===== config.mk =====
export PLATFORM = sky130hd
export DESIGN_NAME = score_bcd_converter
export DESIGN_NICKNAME = d
export VERILOG_FILES = /design/src/rtl/score_bcd_converter.sv
export SDC_FILE = /design/constraint.sdc
export NUM_CORES = 1
export LEC_CHECK = 0
export BUFFER_PORTS_ARGS = -buffer_cell sky130_fd_sc_hd__buf_2
export CAP_MARGIN = 20
export CORE_MARGIN = 2
export CORE_UTILIZATION = 44
export CTS_CLUSTER_DIAMETER = 120
export CTS_CLUSTER_SIZE = 20
export DETAILED_ROUTE_END_ITERATION = 8
export SLEW_MARGIN = 10
export SYNTH_ARGS = -nofsm -noshare
export SYNTH_HDL_FRONTEND = slang
export SYNTH_SLANG_ARGS = --single-unit

===== constraint.sdc =====
create_clock -name clk -period 2.75 [get_ports clk]
set_input_delay 0.1375 -clock clk [delete_from_list [all_inputs] [get_ports clk]]
set_output_delay 0.1375 -clock clk [all_outputs]
set_load 0.05 [all_outputs]

===== src/rtl/score_bcd_converter.sv =====
// -----------------------------------------------------------------------------
// score_bcd_converter
//
// Converts the binary running score into packed BCD digits plus a
// leading-zero blanking mask for the score display. Conversion is
// sequential shift-add-3 (double dabble), one input bit per clock, and is
// re-triggered automatically whenever the sampled score differs from the
// last value converted.
//
// Ports:
//   clk      - system clock
//   reset_n  - asynchronous active-low reset
//   score    - binary score input (BIN_W bits), may change on any cycle
//   bcd      - packed BCD result, digit i in bits [4i+3:4i], digit 0 = LSD
//   digit_en - per-digit display enable, 1 for digits at or below the
//              most-significant nonzero digit; bit 0 always 1
//   busy     - high while a conversion is in progress (SHIFT and DONE)
//   done     - one-cycle pulse coincident with bcd/digit_en update
//
// Parameter constraint: 10^DIGITS > 2^BIN_W - 1 (defaults satisfy it).
// -----------------------------------------------------------------------------
module score_bcd_converter #(
    parameter int BIN_W  = 32,
    parameter int DIGITS = 10
) (
    input  logic                  clk,
    input  logic                  reset_n,
    input  logic [BIN_W-1:0]      score,
    output logic [4*DIGITS-1:0]   bcd,
    output logic [DIGITS-1:0]     digit_en,
    output logic                  busy,
    output logic                  done
);

    localparam int CNT_W = $clog2(BIN_W);
    localparam int BCD_W = 4 * DIGITS;

    typedef enum logic [1:0] {
        ST_IDLE  = 2'd0,
        ST_SHIFT = 2'd1,
        ST_DONE  = 2'd2
    } state_t;

    // Apply the +3 correction to every scratch digit >= 5, all in parallel
    // from the same snapshot so corrections never feed into each other.
    function automatic logic [BCD_W-1:0] add3_all(input logic [BCD_W-1:0] v);
        logic [BCD_W-1:0] r;
        r = v;
        for (int i = 0; i < DIGITS; i++) begin
            if (v[4*i +: 4] >= 4'd5) begin
                r[4*i +: 4] = v[4*i +: 4] + 4'd3;
            end else begin
                r[4*i +: 4] = v[4*i +: 4];
            end
        end
        return r;
    endfunction

    // Enable digit i when any digit at or above i is nonzero; digit 0 is
    // always shown so a zero score still displays "0".
    function automatic logic [DIGITS-1:0] lead_mask(input logic [BCD_W-1:0] v);
        logic [DIGITS-1:0] m;
        logic              seen;
        seen = 1'b0;
        m    = '0;
        for (int i = DIGITS - 1; i >= 0; i--) begin
            if (v[4*i +: 4] != 4'd0) begin
                seen = 1'b1;
            end else begin
                seen = seen;
            end
            m[i] = seen;
        end
        m[0] = 1'b1;
        return m;
    endfunction

    state_t               r_state;
    logic [BIN_W-1:0]     r_last;
    logic [BIN_W-1:0]     r_bin_sr;
    logic [BCD_W-1:0]     r_bcd_sr;
    logic [CNT_W-1:0]     r_cnt;
    logic [BCD_W-1:0]     r_bcd;
    logic [DIGITS-1:0]    r_digit_en;
    logic                 r_busy;
    logic                 r_done;

    logic [BCD_W-1:0]     w_bcd_adj;
    logic [DIGITS-1:0]    w_digit_en;

    // Combinational correction of the scratch and leading-zero mask.
    always_comb begin
        w_bcd_adj  = add3_all(r_bcd_sr);
        w_digit_en = lead_mask(r_bcd_sr);
    end

    // Conversion FSM with registered outputs.
    always_ff @(posedge clk or negedge reset_n) begin
        if (!reset_n) begin
            r_state    <= ST_IDLE;
            r_last     <= '0;
            r_bin_sr   <= '0;
            r_bcd_sr   <= '0;
            r_cnt      <= '0;
            r_bcd      <= '0;
            r_digit_en <= {{(DIGITS-1){1'b0}}, 1'b1};
            r_busy     <= 1'b0;
            r_done     <= 1'b0;
        end else begin
            r_done <= 1'b0;
            case (r_state)
                ST_IDLE: begin
                    if (score != r_last) begin
                        r_bin_sr <= score;
                        r_last   <= score;
                        r_bcd_sr <= '0;
                        r_cnt    <= '0;
                        r_busy   <= 1'b1;
                        r_state  <= ST_SHIFT;
                    end else begin
                        r_busy   <= 1'b0;
                        r_state  <= ST_IDLE;
                    end
                end
                ST_SHIFT: begin
                    // {bcd_sr, bin_sr} shifted left after correction.
                    r_bcd_sr <= {w_bcd_adj[BCD_W-2:0], r_bin_sr[BIN_W-1]};
                    r_bin_sr <= {r_bin_sr[BIN_W-2:0], 1'b0};
                    r_cnt    <= r_cnt + CNT_W'(1);
                    r_busy   <= 1'b1;
                    if (r_cnt == CNT_W'(BIN_W - 1)) begin
                        r_state <= ST_DONE;
                    end else begin
                        r_state <= ST_SHIFT;
                    end
                end
                ST_DONE: begin
                    // busy stays high through this cycle's output update.
                    r_bcd      <= r_bcd_sr;
                    r_digit_en <= w_digit_en;
                    r_done     <= 1'b1;
                    r_busy     <= 1'b1;
                    r_state    <= ST_IDLE;
                end
                default: begin
                    r_state <= ST_IDLE;
                    r_busy  <= 1'b0;
                end
            endcase
        end
    end

    assign bcd      = r_bcd;
    assign digit_en = r_digit_en;
    assign busy     = r_busy;
    assign done     = r_done;

endmodule


# Word-level counts from Yosys, hierarchy flattened
# Index checks and enable logic that the tools add are counted.
[classes]
n_addsub = 11
multipliers = 0
div = 0
order_cmp = 10
eq_ne = 5
shift = 0
muxes = 31
n_bitwise = 0
n_reduce_logical = 14
[op_table]
columns = ["operator", "count"]
rows = [
  ["$pmux 40 s2", 1],
  ["$pmux 32 s2", 1],
  ["$ge 4x3->1 const B", 10],
  ["$mux 40", 1],
  ["$add 4x2->4 const B", 9],
  ["$mux 4", 9],
  ["$reduce_bool 4->1", 9],
  ["$mux 32", 1],
  ["$ne 32x32->1", 1],
  ["$mux 1", 12],
  ["$pmux 5 s2", 1],
  ["$add 5x1->5 const B", 1],
  ["$eq 5x5->1 const B", 1],
  ["$mux 5", 1],
  ["$pmux 2 s2", 1],
  ["$reduce_and 2->1", 2],
  ["$add 3x2->3 const B", 1],
  ["$mux 3", 1],
  ["$eq 2x1->1 const B", 1],
  ["$eq 2x2->1 const B", 1],
  ["$logic_not 2->1", 1],
  ["$mux 2", 1],
  ["$ne 2x2->1 const B", 1],
  ["$pmux 1 s2", 1],
  ["other kinds (2)", 2],
]
[totals]
regBits = 162
latch_bits = 0
ram_bits = 0
romBits = 0
in_bits = 34
out_inout_bits = 52
word_cells = 80
n_memories = 0

# Longest topological paths before layout
# Gate-level depths: netlist of the first run.
[logic_depth]
ltp_word = 10
mapped_depth = 9
depth_no_buf = 7

# Least setup slack after synthesis of the first run
# OpenSTA, ideal clock, no wires.
[synth_path]
path_type = "register to register"
startpoint = "register r_state[0]"
endpoint = "register r_digit_en[1], in the netlist digit_en[1]"
setup_ns = 0.139
t_arrival_ns = 1.832
t_required_ns = 2.611
slack_ns = 0.779
path_stages_with_launch = 8
path_buffers = 1
synth_period_minus_slack_ns = 1.971
path_cell_list = "dfrtp_1 inv_1 ha_1 clkbuf_1 nor4bb_1 nand4_1 nor4_1 a31oi_1"
[synth_between]
elab_chain_cells = 1
[synth_lines]
columns = ["element", "line", "rtl"]
rows = [
  ["start: declaration", "78", "state_t r_state;"],
  ["start signal: assignment", "100", "r_state <= ST_IDLE;"],
  ["start signal: assignment", "119", "r_state <= ST_SHIFT;"],
  ["start signal: assignment", "122", "r_state <= ST_IDLE;"],
  ["$eq 2x2->1", "111", "case (r_state)"],
  ["end signal: assignment", "106", "r_digit_en <= {{(DIGITS-1){1'b0}}, 1'b1};"],
  ["end signal: assignment", "140", "r_digit_en <= w_digit_en;"],
  ["end: declaration", "84", "logic [DIGITS-1:0] r_digit_en;"],
]
# Every way passes these cells.
# A chain may end at the register's enable or synchronous reset.

# Worst setup path after layout of the first run
[layout_path]
startpoint = "register r_last[17]"
endpoint = "register r_last[15]"
[layout_between]
elab_chain_cells = 2
[layout_lines]
columns = ["element", "line", "rtl"]
rows = [
  ["start: declaration", "79", "logic [BIN_W-1:0] r_last;"],
  ["start signal: assignment", "115", "r_last <= score;"],
  ["$ne 32x32->1", "113", "if (score != r_last) begin"],
  ["$reduce_and 2->1 (no source line)", "n/a", ""],
]
# Every way passes these cells.

==> flow_summary.yaml, run 1 <==
logic_synthesis:
  ys_warn_count: 0
  ys_top_cells_by_area: "dfrtp_1, mux2_2, ha_1"
  netlist_area_um2: 8620
  synth-async-reset-ratio_pct: 100
  syn-instance-count: 821
  yosys.area_share.xor_xnor_pct: 4.27
  synth_top_area_share_pct: 47.0
  yosys.area.top_type: "dfrtp_1"
  synth_edf_count: 0
  synthMuxAreaShare_pct: 9.54
  seq_area_frac_synth_pct: 47.0
  synthFlopType: "dfrtp_1"
  synth-compound-area-share_pct: 16.1
  ys_types: 50
  synth_most_common_cell: "dfrtp_1"
  synth_fp_nets: 890
  ys_seq_elements: 162
  synth_fa_ha_area_share_pct: 5.08
  synth-simple-area-share_pct: 13.7
  synth_top_family_by_area: "compound AO/OA/AOI/OAI gates"
  syn_area_per_cell_um2: 10.5
  netlist_top_cells_count: "dfrtp_1, nand2_1, mux2_2, nand2b_1, a21oi_1"
pwr:
  cellLeakagePower_uw: 0.00467
  ir_worst_vdd_mv: 0.416
  p_per_area_nw_per_um2: 754
clocking:
  clk_latency_ns: 0.42
  htreeDepth: 4
  clkSinkCount: 162
  cts_tree: "done"
  cts_hold_buf: 14
  path_clk_slew_ns: 0.07
  cts_made_buffers: 17
  clockBufferDepth: 2
  clockRootBuffer: "clkbuf_16"
  postCtsSetupRepairBufs: 0
  cts_resized: 0
placement:
  dp_hpwl_mm: 12.2
  pre_cts_ws_ns: 0.429
  placed_cells: 1132
  gp_congestion: 0.787
  port_buffers: 84
sta:
  rsz0062_at_grt: "no"
  maxSlewViolCount: 0
  fin_ws_ns: 0.403
  min_period_ns: 2.35
  setup_violations: 0
  hold_slack_ns: 0.0140
  fmax_mhz: 426
  post-route-period-util_pct: 85.4
  tightest_slew_ns: 0.741
  setup-tns-final_ns: 0
  finalHoldViolCount: 0
  slew_headroom_pct: 50.6
  fin_skew_ns: 0.0102
floorplan:
  die_area_um2: 20700
  ios: 86
  fp-row-count: 51
  dieHeight_um: 144
  dieWidth_um: 144
  core_area_um2: 19300
  initial_utilization_pct: 44.6
drt:
  drt_iter0_markers: 308
  via_per_inst: 5.48
  drt-total-wl_mm: 18.8
  antenna_left: 0
  wl_per_cell_um: 15.9
  dr.pass1.iters: 5
  drcViolationCount: 0
  via_count: 6465
cells_and_area:
  layout.cells.non_filler: 1179
  n_fill_cell: 1789
  n_antenna_cell: 0
  final_nets: 971
  drive_gt1_share_pct: 22.6
  utilization_pct: 52.2
  area_growth_pct: 17.1
global_route:
  grt_pass1_vias: 6124
  antenna_found_initial: 0
  grt_pass1_wl_mm: 31.4
  busiest_layer: "met2"
  gr-usage-met3_pct: 4.00
  grt_max_degree: 80
  grt_usage_pct: 19.1
  overflow: 0
  met2_usage_pct: 30.4
  grt_util_met1_pct: 26.9
setup_path:
  worstSetupPathType: "reg -> reg"
  cp_max_fo: 29
  slowest_delay_ns: 0.40
  cp-end-kind: "flip-flop"
  required_ns: 3.05
  worst-endpoint-arrival_ns: 2.65
  cpMaxStageDelayCell: "nor4_1"
  start_kind: "flip-flop"
  path_cells: "xor2_1 > nor4_1 > nand4_1 > o21ai_2 > buf_12 > mux2_2"
run_status:
  status: "complete, no violations"
job:
  maxCapViolCount: 0
min_path:
  hp-class: "in -> reg"
==> state kept, by name, summed over array words and instances, names as in the netlist <==
register / count
bcd: 40
busy: 1
digit_en: 9
done: 1
r_bcd_sr: 40
r_bin_sr: 32
r_cnt: 5
r_last: 32
r_state: 2
==> per-stage QoR <==
step / instance area, um2 / power, uW
6_report: 10100 / 7610
5_1_grt: 10100 / 8090
4_1_cts: 10100 / 7700
3_5_place_dp: 9360 / 5320
3_3_place_gp: 9360 / 5280
2_1_floorplan: 8620 / 4760
==> routing by layer <==
metal	wire length, um	vias up
met4	152	0
met3	583	12
met2	8690	119
li1	-	3124
met5	0	-
met1	9350	3210
==> cell type report <==
type / count / area, um2 / area share (%)
clock buffer: 19 / 443 / 4.39
clock inverter: 12 / 133 / 1.31
multi-input combinational: 578 / 4230 / 42.0
inverter: 27 / 101 / 1.00
timing repair buffer: 116 / 795 / 7.87
sequential: 162 / 4050 / 40.2
tap: 265 / 332 / 3.29
==> cells in the final DEF, fill, tap and decap left out, drive strengths merged, types with 2 or more instances in the layout <==
master	count
dfrtp	162
buf	100
nand2	95
mux2	73
nand2b	45
a21oi	41
ha	35
a22o	34
nand3	33
xor2	32
a22oi	29
inv	29
a41oi	28
o21ai	28
nor2	19
clkbuf	19
dlygate4sd3	16
and3	12
a221o	11
xnor2	10
nor3	10
nor4	9
a31oi	5
clkinv	5
nand4	4
and2	3
clkinvlp	3
o31ai	3
o22a	2
and4	2
o211ai	2
bufinv	2
==> worst max-delay path, delay by kind of cell, from the launching register on <==
| kind | cells | cell delay (ns) |
|---|---|---|
| compound gates | 1 | 0.36 |
| xor+xnor | 1 | 0.14 |
| buf+inv | 1 | 0.24 |
| flops | 1 | 0.39 |
| mux | 1 | 0.35 |
| simple gates | 2 | 0.73 |
==> power breakdown <==
group          switching (uW)  internal, uW  total (uW)
Combinational            1290           837        2130
Sequential                386          2760        3150
Clock                     973          1360        2330
==> path summary, 6_finish.rpt <==
check / startpoint / endpoint / slack, ns / depth (start not counted)
max in group asynchronous: reset_n / bcd[16]$_DFFE_PN0P_ / 1.71 / 3
worst max-delay path: r_last[17]$_DFFE_PN0P_ / r_last[15]$_DFFE_PN0P_ / 0.40 / 6
min in group asynchronous: reset_n / bcd[35]$_DFFE_PN0P_ / 0.35 / 2
worst min-delay path: score[30] / r_last[30]$_DFFE_PN0P_ / 0.01 / 2
worst min register to register: digit_en[6]$_DFFE_PN0P_ / digit_en[6]$_DFFE_PN0P_ / 0.48 / 1
worst max register to register: r_last[17]$_DFFE_PN0P_ / r_last[15]$_DFFE_PN0P_ / 0.40 / 6
==> kinds of logic after synthesis <==
family | Yosys count
fa+ha+maj | 35
buf+inv | 81
mux | 73
simple gates | 236
other cells | 1
xor+xnor | 42
compound gates | 191
flops | 162
Power figures use the tool's default switching activity.
==> run 2, diff against run 1 <==
--- a/config.mk
+++ b/config.mk
@@ -6,12 +6,15 @@
 export NUM_CORES = 1
 export LEC_CHECK = 0
 export BUFFER_PORTS_ARGS = -buffer_cell sky130_fd_sc_hd__buf_2
-export CAP_MARGIN = 20
+export CAP_MARGIN = 15
+export CELL_PAD_IN_SITES_DETAIL_PLACEMENT = 1
+export CELL_PAD_IN_SITES_GLOBAL_PLACEMENT = 1
 export CORE_MARGIN = 2
 export CORE_UTILIZATION = 44
 export CTS_CLUSTER_DIAMETER = 120
 export CTS_CLUSTER_SIZE = 20
 export DETAILED_ROUTE_END_ITERATION = 8
+export PLACE_DENSITY_LB_ADDON = 0.1
 export SLEW_MARGIN = 10
 export SYNTH_ARGS = -nofsm -noshare
 export SYNTH_HDL_FRONTEND = slang
==> flow_summary.yaml, run 2 (synthesis results as in run 1) <==
pwr:
  ir_worst_vdd_mv: 0.403
  p_per_area_nw_per_um2: 768
  switching_power_uw: 2740
  netSwitchingFraction_pct: 35.5
  total_power_uw: 7740
  power_frac_comb_pct: 28.8
  internal-power_uw: 5000
  p_seq_share_pct: 40.9
  clkPwrFrac_pct: 30.4
  cellLeakagePower_uw: 0.00467
global_route:
  grt_pass1_wl_mm: 36.1
  grt_pass1_vias: 7178
  overflow: 0
  antenna_found_initial: 0
  grt_max_degree: 61
  grt_usage_pct: 22.1
setup_path:
  worstSetupPathType: "in -> reg"
  required_ns: 3.06
  reg2reg_depth: 6
  worst-endpoint-arrival_ns: 2.79
  cp_max_fo: 28
  cp-end-kind: "flip-flop"
  path_cells: "dlygate4sd3_1 > buf_2 > xor2_1 > nor4_1 > and4_2 > buf_4 > a31oi_1 > a211o_1"
  start_kind: "input pin"
  reg2reg_to: "r_bcd_sr[39]$_DFFE_PN0P_"
  slowest_delay_ns: 0.55
  cpMaxStageDelayCell: "and4_2"
  reg2reg_slack_ns: 0.29
  r2r-start: "r_last[17]$_DFFE_PN0P_"
sta:
  post-route-period-util_pct: 90.3
  fmax_mhz: 403
  setup_violations: 0
  finalHoldViolCount: 0
  maxSlewViolCount: 0
  min_period_ns: 2.48
  rsz0062_at_grt: "no"
  hold_slack_ns: 0.00847
  setup-tns-final_ns: 0
  tightest_slew_ns: 0.668
  fin_skew_ns: 0.0112
  fin_ws_ns: 0.267
  slew_headroom_pct: 55.4
cells_and_area:
  layout_common_cells: "dfrtp_1, nand2_1, buf_2, mux2_2, nand2b_1"
  final_nets: 976
  mostFrequentLayoutCell: "dfrtp_1"
  area_growth_pct: 17.0
  n_antenna_cell: 0
  drive_gt1_share_pct: 22.4
clocking:
  postCtsSetupRepairBufs: 0
  cts_tree: "done"
  clockBufferDepth: 2
  cts_made_buffers: 17
  path_clk_slew_ns: 0.07
  clk_latency_ns: 0.43
  clockRootBuffer: "clkbuf_16"
  cts_resized: 0
  htreeDepth: 4
  clkSinkCount: 162
  cts_hold_buf: 18
placement:
  pre_cts_ws_ns: 0.332
  port_buffers: 84
  gp_congestion: 0.762
  dp_hpwl_mm: 14.5
floorplan:
  dieWidth_um: 144
  fp-row-count: 51
  initial_utilization_pct: 44.6
  ios: 86
  die_area_um2: 20700
  dieHeight_um: 144
  core_area_um2: 19300
min_path:
  hp-class: "in -> reg"
  worstHoldPathCells: 2
  holdPathEnd: "r_last[5]$_DFFE_PN0P_"
  hp-start: "score[5]"
drt:
  drt-met1-wl_mm: 9.86
  via_per_inst: 5.64
  drt-total-wl_mm: 21.8
  highest_layer: "met4"
  via_count: 6679
  drcViolationCount: 0
  wl_met3_um: 578
  route.met2.wl_mm: 11.0
  wl_per_cell_um: 18.4
  antenna_left: 0
  dr.pass1.iters: 4
  drt_iter0_markers: 376
job:
  maxCapViolCount: 0
run_status:
  status: "complete, no violations"
run 2: cell types whose count changed in the layout (fill, tap and decap cells not counted), sizes merged:
cell | before | now
dlygate4sd3 | 16 | 19
clkinv | 5 | 1
clkbuf | 19 | 23
clkinvlp | 3 | 4
inv | 29 | 28
buf | 100 | 102
run 2: metal layers:
layer	vias up	track usage, %
li1	3129	-
met1	3418	27.7
met2	109	39.0
met3	23	4.20
met4	0	6.30
met5	-	0
run 2: worst max-delay path: cells and delay by family:
kind            cells  cell delay [ns]
buf+inv             3             1.05
compound gates      2             0.40
simple gates        2             1.01
xor+xnor            1             0.16
run 2: metrics by stage:
stage	cells	utilization [%]	area (um2)
floorplan	821	-	8620
global placement	1134	48.2	9320
detailed placement	1134	48.2	9320
CTS	1183	52.1	10100
global route	1184	52.2	10100
finish	1184	52.2	10100
run 2: power groups by stage:
stage / sequential [uW] / combinational (uW) / clock, uW
global route: 3230 / 2430 / 2520
detailed placement: 3210 / 2220 / 0
global placement: 3170 / 2100 / 0
finish: 3160 / 2230 / 2350
CTS: 3160 / 2260 / 2410
floorplan: 3690 / 1060 / 0
run 2: how the worst max path moves through the flow:
stage	start	end	slack, ns
after floorplan	r_state[0]$_DFF_PN0_	digit_en[1]$_DFFE_PN0P_	0.78
after global placement	r_last[17]$_DFFE_PN0P_	r_bcd_sr[39]$_DFFE_PN0P_	0.35
after detailed placement	r_last[17]$_DFFE_PN0P_	r_bcd_sr[39]$_DFFE_PN0P_	0.33
after CTS	r_last[17]$_DFFE_PN0P_	r_bcd_sr[39]$_DFFE_PN0P_	0.30
after global routing	r_last[17]$_DFFE_PN0P_	r_bcd_sr[39]$_DFFE_PN0P_	0.13
final	score[17]	r_bcd_sr[39]$_DFFE_PN0P_	0.27
run 2: area by class of cell:
class                   count  area (um2)
flip-flops and latches    162        4050
well taps                 265         332
fillers                  2110        9250
clock buffers              23         468
repair buffers            121         802
multi-input cells         578        4220
clock inverters             8         104
inverters                  27         101
